[config.mk]
export PLATFORM = sky130hd
export DESIGN_NAME = mul_share_sched
export DESIGN_NICKNAME = d
export VERILOG_FILES = /design/src/rtl/mul_sched_pkg.sv /design/src/rtl/mul_seq_core.sv /design/src/rtl/mul_share_sched.sv
export SDC_FILE = /design/constraint.sdc
export NUM_CORES = 1
export LEC_CHECK = 0
export BUFFER_PORTS_ARGS = -buffer_cell sky130_fd_sc_hd__buf_2
export CAP_MARGIN = 10
export CORE_MARGIN = 1.5
export CORE_UTILIZATION = 54
export CTS_CLUSTER_SIZE = 20
export DETAILED_ROUTE_END_ITERATION = 6
export HOLD_SLACK_MARGIN = 0.1
export PLACE_DENSITY = 0.78
export SYNTH_ARGS = -nofsm -noshare
export SYNTH_HDL_FRONTEND = slang
export SYNTH_SLANG_ARGS = --single-unit
[constraint.sdc]
create_clock -name CLK -period 3.9 [get_ports CLK]
set_input_delay 0.195 -clock CLK [delete_from_list [all_inputs] [get_ports CLK]]
set_output_delay 0.195 -clock CLK [all_outputs]
set_load 0.05 [all_outputs]
[src/rtl/mul_sched_pkg.sv]
// ---------------------------------------------------------------------------
// mul_sched_pkg
// Shared definitions for the shared-multiplier scheduler:
//   - state_t     : scheduler FSM encoding (IDLE / RUN / DONE)
//   - clog2_min1  : ceil(log2(n)) with a floor of 1, used for index widths
//   - DEF_WIDTH / DEF_NREQ : default operand width and requester count
// ---------------------------------------------------------------------------
package mul_sched_pkg;

  localparam int DEF_WIDTH = 8;
  localparam int DEF_NREQ  = 2;

  typedef enum logic [1:0] {
    IDLE = 2'd0,
    RUN  = 2'd1,
    DONE = 2'd2
  } state_t;

  // Width of an index able to address n items; never less than one bit so
  // that single-entry ranges still produce a legal vector.
  function automatic int clog2_min1(input int n);
    int w;
    w = 1;
    while ((1 << w) < n) w++;
    return w;
  endfunction

endpackage

[src/rtl/mul_seq_core.sv]
// ---------------------------------------------------------------------------
// mul_seq_core
// Iterative signed WIDTH x WIDTH shift-add multiplier (sign/magnitude).
// A start pulse captures the operands; exactly WIDTH add/shift steps follow
// and done pulses for one cycle WIDTH+1 cycles after start, with product
// updated in the same cycle. product holds its value until the next job.
//
// Ports:
//   CLK, RST  clock, asynchronous active-high reset
//   start     capture a/b and begin a job (ignored while a job is running
//             only by construction of the caller)
//   a, b      signed operands, WIDTH bits each
//   done      one-cycle completion pulse
//   product   signed 2*WIDTH-bit result, held between jobs
// ---------------------------------------------------------------------------
module mul_seq_core
  import mul_sched_pkg::*;
#(
  parameter int WIDTH = DEF_WIDTH
) (
  input  logic                 CLK,
  input  logic                 RST,
  input  logic                 start,
  input  logic [WIDTH-1:0]     a,
  input  logic [WIDTH-1:0]     b,
  output logic                 done,
  output logic [2*WIDTH-1:0]   product
);

  localparam int CW = clog2_min1(WIDTH);

  // |x| needs WIDTH+1 bits during negation so that -2^(WIDTH-1) does not
  // wrap back onto itself.
  function automatic logic [WIDTH:0] magnitude(input logic [WIDTH-1:0] x);
    logic [WIDTH:0] ext;
    ext = {x[WIDTH-1], x};
    return x[WIDTH-1] ? -ext : ext;
  endfunction

  logic [WIDTH:0]       mag_a;
  logic [WIDTH:0]       mag_b;
  logic [2*WIDTH-1:0]   mcand;
  logic [WIDTH:0]       mplier;
  logic [2*WIDTH-1:0]   acc;
  logic [2*WIDTH-1:0]   acc_next;
  logic [CW-1:0]        cnt;
  logic                 neg;
  logic                 running;

  assign mag_a = magnitude(a);
  assign mag_b = magnitude(b);

  // NOTE: every signal written in always_comb gets a default first, so no
  // path leaves it unassigned and no latch is inferred.
  always_comb begin
    acc_next = acc;
    if (mplier[0]) acc_next = acc + (mcand << cnt);
  end

  // NOTE: state registers use non-blocking assignments so every register
  // samples pre-edge values, independent of statement order.
  always_ff @(posedge CLK or posedge RST) begin
    if (RST) begin
      mcand   <= '0;
      mplier  <= '0;
      acc     <= '0;
      cnt     <= '0;
      neg     <= 1'b0;
      running <= 1'b0;
      done    <= 1'b0;
      product <= '0;
    end else begin
      done <= 1'b0;
      if (start) begin
        mcand   <= {{(WIDTH-1){1'b0}}, mag_a};
        mplier  <= mag_b;
        acc     <= '0;
        cnt     <= '0;
        neg     <= a[WIDTH-1] ^ b[WIDTH-1];
        running <= 1'b1;
      end else if (running) begin
        acc    <= acc_next;
        mplier <= mplier >> 1;
        cnt    <= cnt + 1'b1;
        if (cnt == CW'(WIDTH-1)) begin
          running <= 1'b0;
          done    <= 1'b1;
          // Zero magnitude negates to zero, so no negative-zero case exists.
          product <= neg ? -acc_next : acc_next;
        end
      end
    end
  end

endmodule

[src/rtl/mul_share_sched.sv]
// ---------------------------------------------------------------------------
// mul_share_sched
// Shares one mul_seq_core among NREQ requesters. A round-robin arbiter picks
// one valid requester per IDLE cycle, the job runs for WIDTH cycles, and the
// result is returned to the owner in DONE. Latency from req_ready to
// rsp_valid is WIDTH+1 cycles; one job completes every WIDTH+2 cycles.
//
// Ports:
//   CLK, RST     clock, asynchronous active-high reset
//   req_valid    per-requester operand valid (held until req_ready)
//   req_a/req_b  packed signed operands, slice i belongs to requester i
//   req_ready    one-hot accept, combinational, only in IDLE
//   rsp_valid    one-hot result pulse to the job owner
//   rsp_product  signed 2*WIDTH-bit product, held between pulses
//   busy         high while in RUN or DONE
//   grant_id     index of the current or last owner
// ---------------------------------------------------------------------------
module mul_share_sched
  import mul_sched_pkg::*;
#(
  parameter  int NREQ  = DEF_NREQ,
  parameter  int WIDTH = DEF_WIDTH,
  localparam int GW    = clog2_min1(NREQ)
) (
  input  logic                    CLK,
  input  logic                    RST,
  input  logic [NREQ-1:0]         req_valid,
  input  logic [NREQ*WIDTH-1:0]   req_a,
  input  logic [NREQ*WIDTH-1:0]   req_b,
  output logic [NREQ-1:0]         req_ready,
  output logic [NREQ-1:0]         rsp_valid,
  output logic [2*WIDTH-1:0]      rsp_product,
  output logic                    busy,
  output logic [GW-1:0]           grant_id
);

  localparam int              CW      = clog2_min1(WIDTH);
  localparam logic [NREQ-1:0] ONE_HOT = NREQ'(1);

  state_t          state;
  logic [GW-1:0]   rr_ptr;
  logic [CW-1:0]   cnt;
  logic            found;
  logic [GW-1:0]   pick;
  logic            grant_ok;
  logic [WIDTH-1:0] op_a;
  logic [WIDTH-1:0] op_b;
  logic            core_done;

  // Round-robin search: first valid requester at or above rr_ptr, wrapping.
  always_comb begin
    int j;
    logic [GW-1:0] idx;
    found = 1'b0;
    pick  = '0;
    j     = 0;
    idx   = '0;
    for (int k = 0; k < NREQ; k++) begin
      j = int'(rr_ptr) + k;
      if (j >= NREQ) j = j - NREQ;
      idx = GW'(j);
      if (!found && req_valid[idx]) begin
        found = 1'b1;
        pick  = idx;
      end
    end
  end

  // RST gating keeps req_ready at its reset value while reset is held,
  // even though the FSM already sits in IDLE.
  assign grant_ok  = (state == IDLE) && found && !RST;
  assign req_ready = grant_ok ? (ONE_HOT << pick) : '0;

  assign op_a = req_a[pick*WIDTH +: WIDTH];
  assign op_b = req_b[pick*WIDTH +: WIDTH];

  mul_seq_core #(
    .WIDTH (WIDTH)
  ) u_core (
    .CLK     (CLK),
    .RST     (RST),
    .start   (grant_ok),
    .a       (op_a),
    .b       (op_b),
    .done    (core_done),
    .product (rsp_product)
  );

  always_ff @(posedge CLK or posedge RST) begin
    if (RST) begin
      state    <= IDLE;
      rr_ptr   <= '0;
      cnt      <= '0;
      grant_id <= '0;
    end else begin
      case (state)
        IDLE: begin
          if (grant_ok) begin
            grant_id <= pick;
            rr_ptr   <= (pick == GW'(NREQ-1)) ? '0 : pick + 1'b1;
            cnt      <= '0;
            state    <= RUN;
          end
        end
        RUN: begin
          cnt <= cnt + 1'b1;
          if (cnt == CW'(WIDTH-1)) state <= DONE;
        end
        DONE:    state <= IDLE;
        default: state <= IDLE;
      endcase
    end
  end

  // The core finishes in lock-step with DONE; requiring both keeps the
  // response tied to a job the scheduler actually granted.
  assign rsp_valid = ((state == DONE) && core_done) ? (ONE_HOT << grant_id) : '0;
  assign busy      = (state != IDLE);

endmodule

# After elaboration in Yosys (flattened, before gate mapping)
# Index checks and enable logic that the tools add are counted.
# Widths: inputs -> output; s select.
[totals] register_bits=63 latchBits=0 ramBits=0 mem_bits_ro=0 input_bits=36 output_inout_bits=22 n_memories=0
[op_classes] n_addsub=10 multipliers=0 div_mod_pow=0 magnitude_cmp=4 n_eq_ne=6 shift=5 n_mux=34 n_bitwise=2 reduce_logical=14
[ops] op="$mux 16" count=4
[ops] op="$mux 9" count=4
[ops] op="$shiftx 16x5->8" count=2
[ops] op="$neg 9->9" count=2
[ops] op="$mux 1" count=17
[ops] op="$add 16x16->16" count=1
[ops] op="$neg 16->16" count=1
[ops] op="$shl 9x3->16" count=1
[ops] op="$mux 3" count=3
[ops] op="$mux 2" count=4
[ops] op="$add 3x1->3 const B" count=2
[ops] op="$eq 3x3->1 const B" count=2
[ops] op="$pmux 3 s2" count=1
[ops] op="$reduce_and 2->1" count=3
[ops] op="$reduce_bool 2->1" count=3
[ops] op="$logic_and 1x1->1" count=4
[ops] op="$lt 1x2->1 const B" count=2
[ops] op="$ne 2x2->1 const B" count=2
[ops] op="$pmux 2 s2" count=1
[ops] op="$shl 1x1->2 const A" count=2
[ops] op="$reduce_and 3->1" count=1
[ops] op="$add 1x1->2 const B" count=1
[ops] op="$eq 2x1->1 const B" count=1
[ops] op="$eq 2x2->1 const B" count=1
[ops] op="8 further kinds" count=10

# Logic depth before layout (Yosys ltp)
[depth] ltp_word=12 mapped_depth=17 mapped_depth_nobuf=15

# By module
# From an unflattened synthesis, not the netlist that was laid out.
[unflattened] cells_unflattened=534 area_unflattened_um2=4714.5
[by_module_without_submodules] mod="mul_seq_core" n_inst=1 cells_each=480 area_each_um2=4116.4 seq_area_each_um2=1401.3
[by_module_without_submodules] mod="mul_share_sched" n_inst=1 cells_each=54 area_each_um2=598.1 seq_area_each_um2=175.2

# Worst setup path before layout
# OpenSTA, ideal clock, no wires.
[synth_timing] path_type="register to register" startpoint="reg u_core.cnt[1]" endpoint="reg u_core.product[15]" setup_time_ns=0.076 arrival_time_ns=3.666 t_required_ns=3.824 path_slack_ns=0.157 stages_incl_launch_ff=15 n_path_buf=1 cell_sequence="dfrtp_1 > clkbuf_1 > mux2_2 > o21ai_0 > o22ai_1 > ha_1 > and2_4 > a221oi_2 > nand2_1 > a221o_2 > nor4_4 > nand4_2 > o41ai_2 > xnor3_1 > o21ai_1"
[synth_via] elab_chain_len=5
[synth_lines] item="from (decl)" line="mul_seq_core.sv:46" rtl="logic [CW-1:0] cnt;"
[synth_lines] item="from (signal assigned)" line="mul_seq_core.sv:84" rtl="cnt <= cnt + 1'b1;"
[synth_lines] item="$shl 9x3->16" line="mul_seq_core.sv:57" rtl="if (mplier[0]) acc_next = acc + (mcand << cnt);"
[synth_lines] item="$add 16x16->16" line="mul_seq_core.sv:57"
[synth_lines] item="$mux 16" line="mul_seq_core.sv:57"
[synth_lines] item="$neg 16->16" line="mul_seq_core.sv:89" rtl="product <= neg ? -acc_next : acc_next;"
[synth_lines] item="$mux 16" line="mul_seq_core.sv:89"
[synth_lines] item="to (signal assigned)" line="mul_seq_core.sv:89"
[synth_lines] item="to (decl)" line="mul_seq_core.sv:27" rtl="output logic [2*WIDTH-1:0] product"
# Several ways; a longest one is shown, not always the timed one.
# A chain may end at the register's enable or synchronous reset.

# Worst setup path in the final report
[layout_timing] startpoint="reg u_core.cnt[1]" endpoint="reg u_core.product[13]"
# Same word-level chain as after synthesis.

==> run_results.csv <==
group,metric,value,unit
finish,diodes,0,
finish,fillCellCount,715,
finish,layout.nets,680,
route,drc,0,
placed_design,gpl.final_weighted_congestion,0.9171,
global_route,use_met2,42.39,%
global_route,antenna_found_initial,0,
logic_synthesis,synth_area_leaders,"dfrtp_1, mux2i_1, nand2_1",
sta,finalHoldViolations,0,
sta,fin_setup_tns,0,ns
worst_hold_path,hp-class,"in2reg",
global_route,use_met1,31.34,%
route,drt_iter0_drc,205,
logic_synthesis,ys_warn_count,0,
critical_path,r2r-end,"u_core.product[13]",
sta,fin_hold_ws,0.2055,ns
sta,worst_pin_slew,0.9256,ns
sta,drv_slew,0,
global_route,grt_pass1_wl,19180,um
placed_design,dp_hpwl,8526,um
logic_synthesis,netlist_instances,561,
critical_path,cp_slowest_stage_delay,0.39,ns
floorplan,design.die.area,9333,um2
logic_synthesis,ys_types,62,
sta,relSlewSlack,38.29,%
global_route,busiest_layer,"met2",
sta,skew,0.01787,ns
critical_path,rrSetupSlack,0.24,ns
run_status,status,"complete, no violations",
global_route,grt_pass1_vias,4089,
critical_path,crit_path_end_kind,"flip-flop",
clock_network,numCtsBuffers,9,
logic_synthesis,async_reset_ff_share,100.0,%
logic_synthesis,synthesis.area,4732,um2
sta,period_minus_slack,3.665,ns
logic_synthesis,synth-seq-cells,63,
worst_hold_path,min-delay-start,"req_a[13]",
global_route,grt_use_met3,3.179,%
finish,multi_input_area,3059,um2
critical_path,reg2reg_depth,16,
placed_design,port-buffer-count,57,
sta,finalCritPeriodShare,93.97,%
floorplan,die_h,96.61,um
route,dr.pass1.iters,5,
finish,area_delta_synth_final,15.47,%
logic_synthesis,synth_top_cell_area_share,33.32,%
logic_synthesis,synth_edf_count,0,
logic_synthesis,synth_flop_cell,"dfrtp_1",
finish,final_common_cell,"nand2_1",
sta,setup_viol,0,
critical_path,path_cells,"buf_4 > mux2i_2 > nand2_1 > o21ai_1 > o22ai_1 > ha_1 > a21oi_1 > o21ai_2 > xor2_1 > mux2_2 > nor4_4 > nand4_2 > buf_4 > o21ai_0 > xor2_1 > o21ai_0",
clock_network,clkLatencyLatePin,0.35,ns
global_route,grt_usage,24.73,%
route,vias,4253,
finish,drive_gt1_share,20.80,%
critical_path,slowest_stage,"dfrtp_1",
floorplan,num_io_pins,58,
critical_path,r2r-start,"u_core.cnt[1]",
global_route,grt_overflow_total,0,
finish,area.sequential,1578,um2
finish,final_util,65.51,%
logic_synthesis,ys_seq_area_share,33.32,%
critical_path,cp_num_buf_inv,2,
route,wire_per_inst,15.74,um
sta,rsz0062_at_grt,"yes",
floorplan,rows,33,
finish,mostFrequentLayoutCells,"nand2_1, dfrtp_1, buf_2",
run,maxCapViolations,0,
logic_synthesis,syn_nets,620,
floorplan,fp.dieW,96.61,um
clock_network,h-tree-depth,3,
worst_hold_path,hold_path_depth,4,
route,vias_per_cell,5.826,
clock_network,clkTransAtPathRegs,0.08,ns
global_route,grt_max_degree,42,
sta,max_freq,272.9,MHz
critical_path,cp_top_family,"compound AO/OA/AOI/OAI gates",
clock_network,tritoncts,"done",
clock_network,clock_sinks,63,
critical_path,worstPathRequired,4.13,ns
worst_hold_path,min_to,"u_core.mcand[7]",
critical_path,path_max_fanout,7,
critical_path,startpoint_type,"flip-flop",
logic_synthesis,syn_area_per_cell,8.435,um2
logic_synthesis,yosysTopAreaCell,"dfrtp_1",
floorplan,initial_core_util,56.74,%
route,wirelength,11490,um
critical_path,arrival,3.89,ns
clock_network,root_buffer,"clkbuf_8",
clock_network,clock_path_buffers,2,
critical_path,crit_type,"reg2reg",
route,drtAntennaViolNets,0,
floorplan,core_area,8341,um2
## cell type report
type	count	share of cell area (%)
inverters	9	0.6183
repair buffers	81	8.564
clock inverters	5	1.030
well taps	105	2.404
clock buffers	10	2.519
multi-input cells	457	55.99
flip-flops and latches	63	28.88
## tightest hold or removal path, stage by stage
cell	delay (ns)
buf_2	0.08
mux2i_1	0.10
nand2_1	0.08
o41ai_1	0.06
## registers in the layout, summed over array words and instances, names as in the netlist
signal / flops
u_core.product: 16
rr_ptr: 1
u_core.mcand: 9
cnt: 3
u_core.mplier: 9
grant_id: 1
u_core.neg: 1
u_core.running: 1
u_core.cnt: 3
state: 2
u_core.done: 1
u_core.acc: 16
## metal layers
metal  part of all wire, %  wire, um  vias to the layer above
met5                     0         0                        -
met3                   3.6       414                       17
met1                    45      5151                     1995
li1                      -         -                     2139
met4                   1.9       218                        0
met2                    50      5706                      102
## repair_timing
item	in CTS	in global routing
endpoints found under the hold margin	34	0
hold buffers	1	0
setup endpoints to repair	0	6
setup buffers	0	3
resized for setup	0	15
## cell usage after synthesis (all sizes together) (2+ instances only)
cell	n
nor3b	5
inv	9
o21a	3
and2	6
clkbuf	21
o211ai	5
a221o	2
ha	22
or4	2
xnor2	22
or3	5
o2bb2ai	2
nand2	79
a221oi	2
or2	3
buf	11
o31ai	2
nand3b	3
nor2b	4
o41ai	4
a2111oi	2
a211oi	20
mux2	6
xor2	12
a21boi	2
nand4b	3
a31oi	4
and3	8
nand2b	5
nand3	9
nor3	16
mux2i	35
dfrtp	63
a21o	8
nor2	48
o22ai	2
nand4	5
o21ai	57
a21oi	33
## logic make-up after synthesis
family | count (synthesis) | synth area share (%)
and+or+nand+nor | 204 | 20.84
AOI/OAI and AO/OA | 154 | 20.54
DFF | 63 | 33.32
buffers and inverters | 41 | 3.464
muxes | 41 | 8.831
xor gates and xnor gates | 35 | 6.769
adders and majority gates | 23 | 6.240
## through the flow
stage                     cells  setup WS, ns  area [um2]
after floorplan             561        0.1572        4732
after global placement      711        0.2623        5177
after detailed placement    711        0.1684        5177
after CTS                   727        0.1251        5381
after global routing        730      -0.04138        5464
final                       730        0.2351        5464
## how the worst max path moves through the flow
| stage | cells past startpoint | end | start |
|---|---|---|---|
| after floorplan | 14 | u_core.product[15] | u_core.cnt[1] |
| after global placement | 14 | u_core.product[14] | u_core.cnt[0] |
| after detailed placement | 13 | u_core.product[15] | u_core.cnt[1] |
| after CTS | 13 | u_core.product[15] | u_core.cnt[1] |
| after global routing | 17 | u_core.product[13] | u_core.cnt[1] |
| final | 16 | u_core.product[13] | u_core.cnt[1] |
Power is left out: the tool's default activity adds up to more than one toggle a clock period on the data nets, which glitch-free logic cannot reach.
